$ cat config.mk
export PLATFORM = sky130hd
export DESIGN_NAME = video_pattern_sequencer
export DESIGN_NICKNAME = d
export VERILOG_FILES = /design/src/rtl/video_pattern_sequencer.sv
export SDC_FILE = /design/constraint.sdc
export NUM_CORES = 1
export LEC_CHECK = 0
export CAP_MARGIN = 15
export CORE_MARGIN = 5
export CORE_UTILIZATION = 47
export CTS_CLUSTER_DIAMETER = 200
export DETAILED_ROUTE_END_ITERATION = 8
export PLACE_DENSITY = 0.73
export SLEW_MARGIN = 5
export SYNTH_ARGS = -nofsm -noshare
export SYNTH_HDL_FRONTEND = slang
export SYNTH_SLANG_ARGS = --single-unit
$ cat constraint.sdc
create_clock -name pixel_clk -period 3.9 [get_ports pixel_clk]
set_input_delay 0.585 -clock pixel_clk [delete_from_list [all_inputs] [get_ports pixel_clk]]
set_output_delay 0.585 -clock pixel_clk [all_outputs]
set_load 0.1 [all_outputs]
$ cat src/rtl/video_pattern_sequencer.sv
// ---------------------------------------------------------------------------
// video_pattern_sequencer
//
// Purpose:
//   Frame-synchronous selector for the test pattern that the downstream
//   pattern generator drives on the video output. The pattern advances
//   automatically after HOLD_FRAMES frames when auto_en is high. It can also
//   advance manually through a next_req / next_ack handshake. Every pattern
//   change lands on a frame_start edge, so a frame never mixes two patterns.
//
// Parameters:
//   NUM_PATTERNS - number of patterns; pattern_sel wraps 0..NUM_PATTERNS-1 (2..8)
//   HOLD_FRAMES  - frames per pattern in auto mode (1..255)
//   CNT_W        - width of frame_cnt; 2**CNT_W must exceed HOLD_FRAMES
//
// Ports:
//   pixel_clk      in   pixel clock; all state changes on its rising edge
//   rst            in   synchronous, active-high reset
//   frame_start    in   one-cycle pulse at the first active pixel of a frame
//   auto_en        in   level; 1 = advance every HOLD_FRAMES frames
//   next_req       in   manual advance request, held by requester until ack
//   next_ack       out  one-cycle pulse: request accepted
//   pattern_sel    out  current pattern index
//   pattern_switch out  one-cycle pulse in the cycle pattern_sel changes
//   frame_cnt      out  frames elapsed in the current pattern
//   busy           out  high while an accepted manual advance is pending
// ---------------------------------------------------------------------------
module video_pattern_sequencer #(
  parameter int NUM_PATTERNS = 5,
  parameter int HOLD_FRAMES  = 60,
  parameter int CNT_W        = 8
) (
  input  logic             pixel_clk,
  input  logic             rst,
  input  logic             frame_start,
  input  logic             auto_en,
  input  logic             next_req,
  output logic             next_ack,
  output logic [2:0]       pattern_sel,
  output logic             pattern_switch,
  output logic [CNT_W-1:0] frame_cnt,
  output logic             busy
);

  typedef enum logic [1:0] {
    S_SYNC = 2'd0,  // waiting for the first frame boundary
    S_RUN  = 2'd1,  // normal operation
    S_PEND = 2'd2   // manual advance accepted, waiting for a frame boundary
  } state_e;

  localparam logic [2:0]       LAST_SEL  = 3'(NUM_PATTERNS - 1);
  localparam logic [CNT_W-1:0] HOLD_LAST = CNT_W'(HOLD_FRAMES - 1);
  localparam logic [CNT_W-1:0] CNT_MAX   = {CNT_W{1'b1}};

  state_e           state_q,  state_d;
  logic [2:0]       sel_q,    sel_d;
  logic [CNT_W-1:0] cnt_q,    cnt_d;
  logic             ack_q,    ack_d;
  logic             switch_q, switch_d;
  logic             armed_q,  armed_d;

  logic [2:0] sel_next;
  logic       auto_due;

  assign sel_next = (sel_q == LAST_SEL) ? 3'd0 : sel_q + 3'd1;
  // >= rather than == so a count that saturated while auto mode was off
  // still advances on the first frame after auto mode is enabled.
  assign auto_due = auto_en && (cnt_q >= HOLD_LAST);

  // NOTE: every signal assigned here gets a default first, so no path can
  // leave one unassigned and infer a latch.
  always_comb begin
    state_d  = state_q;
    sel_d    = sel_q;
    cnt_d    = cnt_q;
    ack_d    = 1'b0;
    switch_d = 1'b0;
    // A held request re-arms only once it has been seen low, so one press
    // can never produce two advances.
    armed_d  = armed_q | ~next_req;

    case (state_q)
      S_SYNC: begin
        if (frame_start) begin
          state_d = S_RUN;
          cnt_d   = '0;
        end
      end

      S_RUN: begin
        if (frame_start) begin
          if (auto_due) begin
            sel_d    = sel_next;
            cnt_d    = '0;
            switch_d = 1'b1;
          end else if (cnt_q != CNT_MAX) begin
            cnt_d = cnt_q + CNT_W'(1);
          end
        end
        // Accepting a request is independent of the frame edge: if an auto
        // advance fires in the same cycle, the manual one follows next frame.
        if (next_req && armed_q) begin
          ack_d   = 1'b1;
          armed_d = 1'b0;
          state_d = S_PEND;
        end
      end

      S_PEND: begin
        // One advance only, even if the auto terminal count coincides.
        if (frame_start) begin
          sel_d    = sel_next;
          cnt_d    = '0;
          switch_d = 1'b1;
          state_d  = S_RUN;
        end
      end

      default: state_d = S_SYNC;
    endcase
  end

  // NOTE: sequential state uses non-blocking assignments so every register
  // samples the pre-edge values, independent of statement order.
  always_ff @(posedge pixel_clk) begin
    if (rst) begin
      state_q  <= S_SYNC;
      sel_q    <= 3'd0;
      cnt_q    <= '0;
      ack_q    <= 1'b0;
      switch_q <= 1'b0;
      armed_q  <= 1'b1;
    end else begin
      state_q  <= state_d;
      sel_q    <= sel_d;
      cnt_q    <= cnt_d;
      ack_q    <= ack_d;
      switch_q <= switch_d;
      armed_q  <= armed_d;
    end
  end

  assign next_ack       = ack_q;
  assign pattern_sel    = sel_q;
  assign pattern_switch = switch_q;
  assign frame_cnt      = cnt_q;
  assign busy           = (state_q == S_PEND);

endmodule
==> run summary, run 1 <==
Status -> complete, no violations
Maximum clock path buffer count -> 2
Layout net count -> 154
Cell family with the largest share of critical-path delay -> buffers and inverters
Clock transition at the registers of the reported paths -> 90 ps
Clk Latency, worst-skew pair -> 280 ps
Count of endpoints failing setup in the final report -> 0
Number of core rows -> 17
CP Capture Point -> busy
Clock net sink count -> 16
Reported max-cap violation count -> 0
Synthesized area per cell -> 8.31 sq um
CTS Root Cell -> sky130_fd_sc_hd__clkbuf_4
Leakage power -> 0.475 nW
Leading cell type in the layout, fill and taps excluded -> sky130_fd_sc_hd__clkdlybuf4s50_1
Setup repair after global routing missed its margin -> no
Flip-flop and latch count after synthesis -> 16
Area growth, synth to finish -> 19.6%
Measured slew at the worst slew-check pin -> 970 ps
Total of cells resized after clock tree synthesis -> 0
Starting utilization of the core area -> 47.9%
Post-synthesis cell type count -> 36
Quantity of hold-fixing buffers added after cts -> 0
Final ANT Viol Nets -> 0
Vias/cell -> 6.17
Area of the die -> 3250 sq um
Fraction of registers with async set or reset after synthesis -> 0%
Setup slack of the worst register-to-register path -> 1840 ps
Most instantiated flip-flop cell in the synthesis netlist -> sky130_fd_sc_hd__dfxtp_1
Crit-path max FO -> 5
Height of the chip -> 57.0 microns
Path type of the worst min-delay path -> flip-flop to flip-flop
VDD IR-drop max -> 0.272 mV
Cell types with the largest area share after synthesis -> sky130_fd_sc_hd__dfxtp_1, sky130_fd_sc_hd__ha_1, sky130_fd_sc_hd__a21oi_1, sky130_fd_sc_hd__o21ai_0, sky130_fd_sc_hd__nand3_1
Cell breakdown of the critical path -> inv_1 > ha_1 > clkdlybuf4s50_1
Detail-routed net length per standard cell -> 14.4 microns
Initial antenna violation count -> 0
Kind of capture point of the worst setup path -> output pin
Wire length of the first global-routing pass -> 4120 microns
CP arrival -> 2130 ps
Area share of the leading cell type in the synthesized netlist -> 30.8%
Number of enable-type register cells in the synthesized netlist -> 0
Beginning of the worst register-to-register path -> state_q[1]
Nature of the critical path startpoint -> flip-flop
Worst R2R End -> frame_cnt[3]
Power per standard cell area -> 434 nW/um^2
Maximum achievable frequency -> 368 MHz
Period utilization -> 69.7%
Total vias in the final route -> 1031
Drt first-iter violations -> 21
Setup Fix Bufs, Post-CTS -> 0
Library cell with the largest summed area after synthesis -> sky130_fd_sc_hd__dfxtp_1
CTS tree -> yes
Count of pins on the block boundary -> 19
Post-Place Worst Slack -> 1490 ps
Area of the mapped netlist -> 1040 sq um
Final-report hold violation count -> 0
Antenna cells -> 0
Most frequent cells in the layout -> sky130_fd_sc_hd__clkdlybuf4s50_1, sky130_fd_sc_hd__dfxtp_1, sky130_fd_sc_hd__a21oi_1
Fraction of final layout cells with drive strength greater than 1 -> 5.04%
Crit path required time -> 3310 ps
Depth of the CTS H-tree -> 1
Crit path setup slack, layout -> 1180 ps
Synthesized net count -> 138
Length of the first detailed-routing pass in iterations -> 4
Area of the core -> 2170 sq um
Worst slew margin -> 35.1%
CP Launch Point -> state_q[0]
Cell count after synthesis -> 125
GR Util All Layers -> 15.5%
Global route overflow -> 0
Path length in cells of the critical path -> 3
Die X -> 57.0 microns
Final weighted congestion in routability-driven placement -> 0.853
CP Class -> flip-flop to output pin
Worst clock skew -> 1.04 ps
Number of clock buffers inserted by TritonCTS -> 3
Fin crit period -> 2720 ps
Number of pins with negative max-slew slack in the final report -> 0
Residual DRC count -> 0
Count of input and output buffers -> 18
Routed wire length -> 2400 microns
Buffers and inverters on the worst path -> 2
Library cell contributing the largest single delay on the critical path -> sky130_fd_sc_hd__clkdlybuf4s50_1
Delay of the slowest critical-path stage -> 1160 ps
Count of synthesis-stage warnings from yosys -> 0
Sequential area share after synthesis -> 30.8%
Setup TNS -> 0 ps
Number of global-route vias before repair -> 960
Detail Placement HPWL -> 1750 microns
Cell depth of the worst flop-to-flop path -> 6
Pin count of the biggest net entering global routing -> 19
==> state kept, by name, indices dropped and copies added, names as in the netlist <==
name / flops
frame_cnt: 8
next_ack: 1
state_q: 2
pattern_switch: 1
pattern_sel: 3
armed_q: 1
==> routing by layer <==
| metal | vias up | GRT usage (%) | share of wire, % |
|---|---|---|---|
| li1 | 498 | - | - |
| met1 | 492 | 18.5 | 44 |
| met2 | 36 | 27.2 | 49 |
| met3 | 5 | 2.26 | 5.3 |
| met4 | 0 | 7.28 | 1.7 |
| met5 | - | 0 | 0 |
==> cells in the mapped netlist (all sizes together), types with 2 or more instances <==
| library cell | instances |
|---|---|
| o21ai | 10 |
| dfxtp | 16 |
| nor2b | 3 |
| nor2 | 6 |
| mux2i | 2 |
| a21oi | 13 |
| nand3 | 7 |
| nand4 | 5 |
| and3 | 4 |
| a31oi | 2 |
| buf | 4 |
| o31ai | 2 |
| nand3b | 2 |
| o2111a | 2 |
| ha | 8 |
| and4b | 2 |
| o211a | 3 |
| o211ai | 3 |
| inv | 7 |
| nor3 | 4 |
| nand2b | 2 |
| nand2 | 7 |
| or3 | 2 |
| clkbuf | 3 |
==> through the flow <==
step | utilization [%] | hold slack [ps] | total power [mW] | instances | instance area [sq um]
finish | 57.3 | 475 | 0.540 | 167 | 1240
global route | 57.3 | 508 | 0.581 | 167 | 1240
CTS | 57.3 | 479 | 0.543 | 167 | 1240
detailed placement | 56.2 | 462 | 0.458 | 164 | 1220
global placement | 56.2 | 455 | 0.450 | 164 | 1220
floorplan | - | 439 | 0.402 | 125 | 1040
==> tightest hold or removal path, cell delays in order (launching register included) <==
cell                      delay [ps]
sky130_fd_sc_hd__dfxtp_1         330
sky130_fd_sc_hd__inv_1            50
sky130_fd_sc_hd__o21ai_0          60
==> kinds of logic (layout without fill, tap and decap cells) <==
group | count (synthesis) | count (layout) | synth area share (%)
and+or+nand+nor | 44 | 44 | 24.5
AOI/OAI and AO/OA | 41 | 41 | 27.4
DFF | 16 | 16 | 30.8
buffers and inverters | 14 | 28 | 5.78
adders and majority gates | 8 | 8 | 9.64
muxes | 2 | 2 | 1.93
==> how the worst min path moves through the flow <==
stage          startpoint  endpoint  slack, ps  cells after the start
3_5_place_dp      armed_q   armed_q        460                      2
6_report          armed_q   armed_q        480                      2
4_1_cts           armed_q   armed_q        480                      2
3_3_place_gp      armed_q   armed_q        460                      2
5_1_grt           armed_q   armed_q        510                      2
2_1_floorplan     armed_q   armed_q        440                      2
==> final cells by class <==
type | count | area [sq um]
repair buffers | 18 | 180
well taps | 28 | 35.0
clock buffers | 3 | 22.5
multi-input cells | 95 | 658
inverters | 7 | 26.3
flip-flops and latches | 16 | 320
fillers | 215 | 927
==> power breakdown <==
group,leakage [nW],switching [mW],internal [mW],total [mW]
Combinational,0.331,0.174,0.0874,0.261
Clock,0.0138,0.0502,0.0359,0.0861
Sequential,0.129,0.0145,0.178,0.192
Total,0.475,0.238,0.301,0.540
Note: power is estimated with default switching activity, not from simulation.
==> run 2, diff against run 1 <==
--- a/config.mk
+++ b/config.mk
@@ -7,10 +7,10 @@
 export LEC_CHECK = 0
 export CAP_MARGIN = 15
 export CORE_MARGIN = 5
-export CORE_UTILIZATION = 47
+export CORE_UTILIZATION = 46
 export CTS_CLUSTER_DIAMETER = 200
 export DETAILED_ROUTE_END_ITERATION = 8
-export PLACE_DENSITY = 0.73
+export PLACE_DENSITY = 0.74
 export SLEW_MARGIN = 5
 export SYNTH_ARGS = -nofsm -noshare
 export SYNTH_HDL_FRONTEND = slang
==> constraint.sdc (replaced) <==
create_clock -name pixel_clk -period 2.3 [get_ports pixel_clk]
set_input_delay 0.345 -clock pixel_clk [delete_from_list [all_inputs] [get_ports pixel_clk]]
set_output_delay 0.345 -clock pixel_clk [all_outputs]
set_load 0.1 [all_outputs]
==> run summary, run 2 (synthesis gave the netlist of run 1 again) <==
Status -> complete, no violations (unchanged)
GR Util All Layers -> 16.6% (was 15.5%)
Crit path required time -> 2510 ps (was 3310 ps)
Starting utilization of the core area -> 47.4% (was 47.9%)
Path type of the worst min-delay path -> flip-flop to flip-flop (unchanged)
Number of global-route vias before repair -> 1012 (was 960)
Hold path startpoint -> armed_q (unchanged)
Pin count of the biggest net entering global routing -> 19 (unchanged)
Vias/cell -> 5.87 (was 6.17)
Detail-routed net length per standard cell -> 14.7 microns (was 14.4 microns)
Total of cells resized after clock tree synthesis -> 0 (unchanged)
Wire length of the first global-routing pass -> 4460 microns (was 4120 microns)
Routed wire length -> 2510 microns (was 2400 microns)
Beginning of the worst register-to-register path -> frame_cnt[0] (was state_q[1])
Share of total power in combinational logic -> 47.5% (was 48.4%)
Setup Fix Bufs, Post-CTS -> 0 (unchanged)
Residual DRC count -> 0 (unchanged)
Fill cell total of the finished layout -> 217 (was 215)
Worst hold path stage count -> 2 (unchanged)
Fin crit period -> 1820 ps
Final ANT Viol Nets -> 0 (unchanged)
Sequential Power Share -> 33.2% (was 35.6%)
Reported max-cap violation count -> 0 (unchanged)
Worst slew margin -> 59.5% (was 35.1%)
Worst clock skew -> 14.3 ps (was 1.04 ps)
Setup TNS -> 0 ps (unchanged)
Area of the core -> 2190 sq um (was 2170 sq um)
Nature of the critical path startpoint -> flip-flop (unchanged)
Depth of the CTS H-tree -> 1 (unchanged)
Length of the first detailed-routing pass in iterations -> 4 (unchanged)
Initial antenna violation count -> 0 (unchanged)
Sw Ratio -> 42.4% (was 44.2%)
Period utilization -> 79.2%
Measured slew at the worst slew-check pin -> 606 ps (was 970 ps)
Kind of capture point of the worst setup path -> flip-flop (was output pin)
Net Switching -> 0.417 mW (was 0.238 mW)
Count of endpoints failing setup in the final report -> 0 (unchanged)
Cell breakdown of the critical path -> ha_1 > nand4_1 > o31ai_4 > a21oi_2 > a211oi_1 (was inv_1 > ha_1 > clkdlybuf4s50_1)
CTS tree -> yes (unchanged)
VDD IR-drop max -> 0.581 mV (was 0.272 mV)
Count of pins on the block boundary -> 19 (unchanged)
Global route overflow -> 0 (unchanged)
Total vias in the final route -> 1004 (was 1031)
Internal power component -> 0.567 mW (was 0.301 mW)
Clk Latency, worst-skew pair -> 300 ps (was 280 ps)
Clock transition at the registers of the reported paths -> 100 ps (was 90 ps)
Setup slack of the worst register-to-register path -> 480 ps (was 1840 ps)
Number of clock buffers inserted by TritonCTS -> 3 (unchanged)
Leading cell type in the layout, fill and taps excluded -> sky130_fd_sc_hd__buf_4 (was sky130_fd_sc_hd__clkdlybuf4s50_1)
Post-layout util -> 56.9% (was 57.3%)
Height of the chip -> 57.5 microns (was 57.0 microns)
Antenna cells -> 0 (unchanged)
Final-report hold violation count -> 0 (unchanged)
Count of input and output buffers -> 18 (unchanged)
Final weighted congestion in routability-driven placement -> 0.869 (was 0.853)
Maximum clock path buffer count -> 2 (unchanged)
Library cell contributing the largest single delay on the critical path -> sky130_fd_sc_hd__o31ai_4 (was sky130_fd_sc_hd__clkdlybuf4s50_1)
Most frequent cells in the layout -> sky130_fd_sc_hd__buf_4, sky130_fd_sc_hd__dfxtp_1, sky130_fd_sc_hd__a21oi_1 (was sky130_fd_sc_hd__clkdlybuf4s50_1, sky130_fd_sc_hd__dfxtp_1, sky130_fd_sc_hd__a21oi_1)
Maximum achievable frequency -> 549 MHz
Delay of the slowest critical-path stage -> 420 ps (was 1160 ps)
Number of core rows -> 17 (unchanged)
Cell depth of the worst flop-to-flop path -> 5 (was 6)
Fraction of final layout cells with drive strength greater than 1 -> 18.9% (was 5.04%)
Detail Placement HPWL -> 1860 microns (was 1750 microns)
Clock network power share -> 19.2% (was 16.0%)
Drt first-iter violations -> 18 (was 21)
Crit-path max FO -> 9 (was 5)
Layout net count -> 157 (was 154)
Die X -> 57.5 microns (was 57.0 microns)
Quantity of hold-fixing buffers added after cts -> 0 (unchanged)
Flip-flop count of the largest register after layout -> 8 (unchanged)
Hold Path Sink -> armed_q (unchanged)
CP arrival -> 2040 ps (was 2130 ps)
Worst R2R End -> frame_cnt[3] (unchanged)
Area of the die -> 3310 sq um (was 3250 sq um)
Number of pins with negative max-slew slack in the final report -> 0 (unchanged)
Area growth, synth to finish -> 20.0% (was 19.6%)
CTS Root Cell -> sky130_fd_sc_hd__clkbuf_4 (unchanged)
Clock net sink count -> 16 (unchanged)
Power per standard cell area -> 790 nW/um^2 (was 434 nW/um^2)
Leakage power -> 0.526 nW (was 0.475 nW)
CP Class -> flip-flop to flip-flop (was flip-flop to output pin)
Setup repair after global routing missed its margin -> no (unchanged)
[run 2: cell types whose count changed in the layout (fill, tap and decap cells not counted)]
cell / previous run / this run
sky130_fd_sc_hd__dfxtp_2: 0 / 2
sky130_fd_sc_hd__clkdlybuf4s50_1: 18 / 4
sky130_fd_sc_hd__dfxtp_1: 16 / 14
sky130_fd_sc_hd__buf_4: 0 / 17
sky130_fd_sc_hd__clkbuf_8: 0 / 1
[run 2: how the worst max path moves through the flow]
| stage | slack (ps) | endpoint | cells after the start | from |
|---|---|---|---|---|
| final | 480 | frame_cnt[3] | 5 | frame_cnt[0] |
| after global placement | 420 | frame_cnt[0] | 5 | auto_en |
| after global routing | 340 | state_q[0] | 7 | state_q[0] |
| after detailed placement | 360 | pattern_sel[2] | 5 | auto_en |
| after floorplan | 110 | frame_cnt[3] | 4 | frame_cnt[7] |
| after CTS | 500 | frame_cnt[3] | 5 | frame_cnt[0] |
[run 2: worst max-delay path: cells and delay by family (launching register included)]
kind	cells	cell delay (ps)
AO/OA/AOI/OAI	3	690
flip-flops	1	390
adder cells (fa/ha/maj)	1	340
AND/OR/NAND/NOR	1	310
[run 2: area by class of cell]
cell class                      instances  area (sq um)  area share [%]
Clock buffer                            4          36.3            2.91
Inverter                                7          26.3            2.11
Multi-Input combinational cell         95           658            52.8
Sequential cell                        16           323            25.9
Tap cell                               28          35.0            2.81
Timing Repair Buffer                   21           168            13.5
[run 2: through the flow]
step	power, mW	cell area, sq um	worst slack (ps)	hold slack [ps]	std cells
global route	1.05	1250	338	514	171
global placement	0.789	1210	419	450	167
CTS	0.984	1250	503	478	171
finish	0.984	1250	478	476	171
detailed placement	0.799	1210	361	465	167
floorplan	0.682	1040	113	439	125
[run 2: per-layer routing]
layer	part of all wire [%]	global-route usage [%]	wire length, microns	up-vias
li1	-	-	-	509
met1	46	20.2	1150	472
met2	49	29.7	1230	18
met3	3.4	2.71	86	5
met4	1.3	4.97	33	0
met5	0	0	0	-
[run 2: power by group through the flow]
stage | clock, mW | combinational (mW) | sequential, mW
floorplan | 0 | 0.299 | 0.383
global placement | 0 | 0.457 | 0.332
detailed placement | 0 | 0.466 | 0.334
CTS | 0.191 | 0.467 | 0.327
global route | 0.204 | 0.512 | 0.334
finish | 0.189 | 0.468 | 0.327
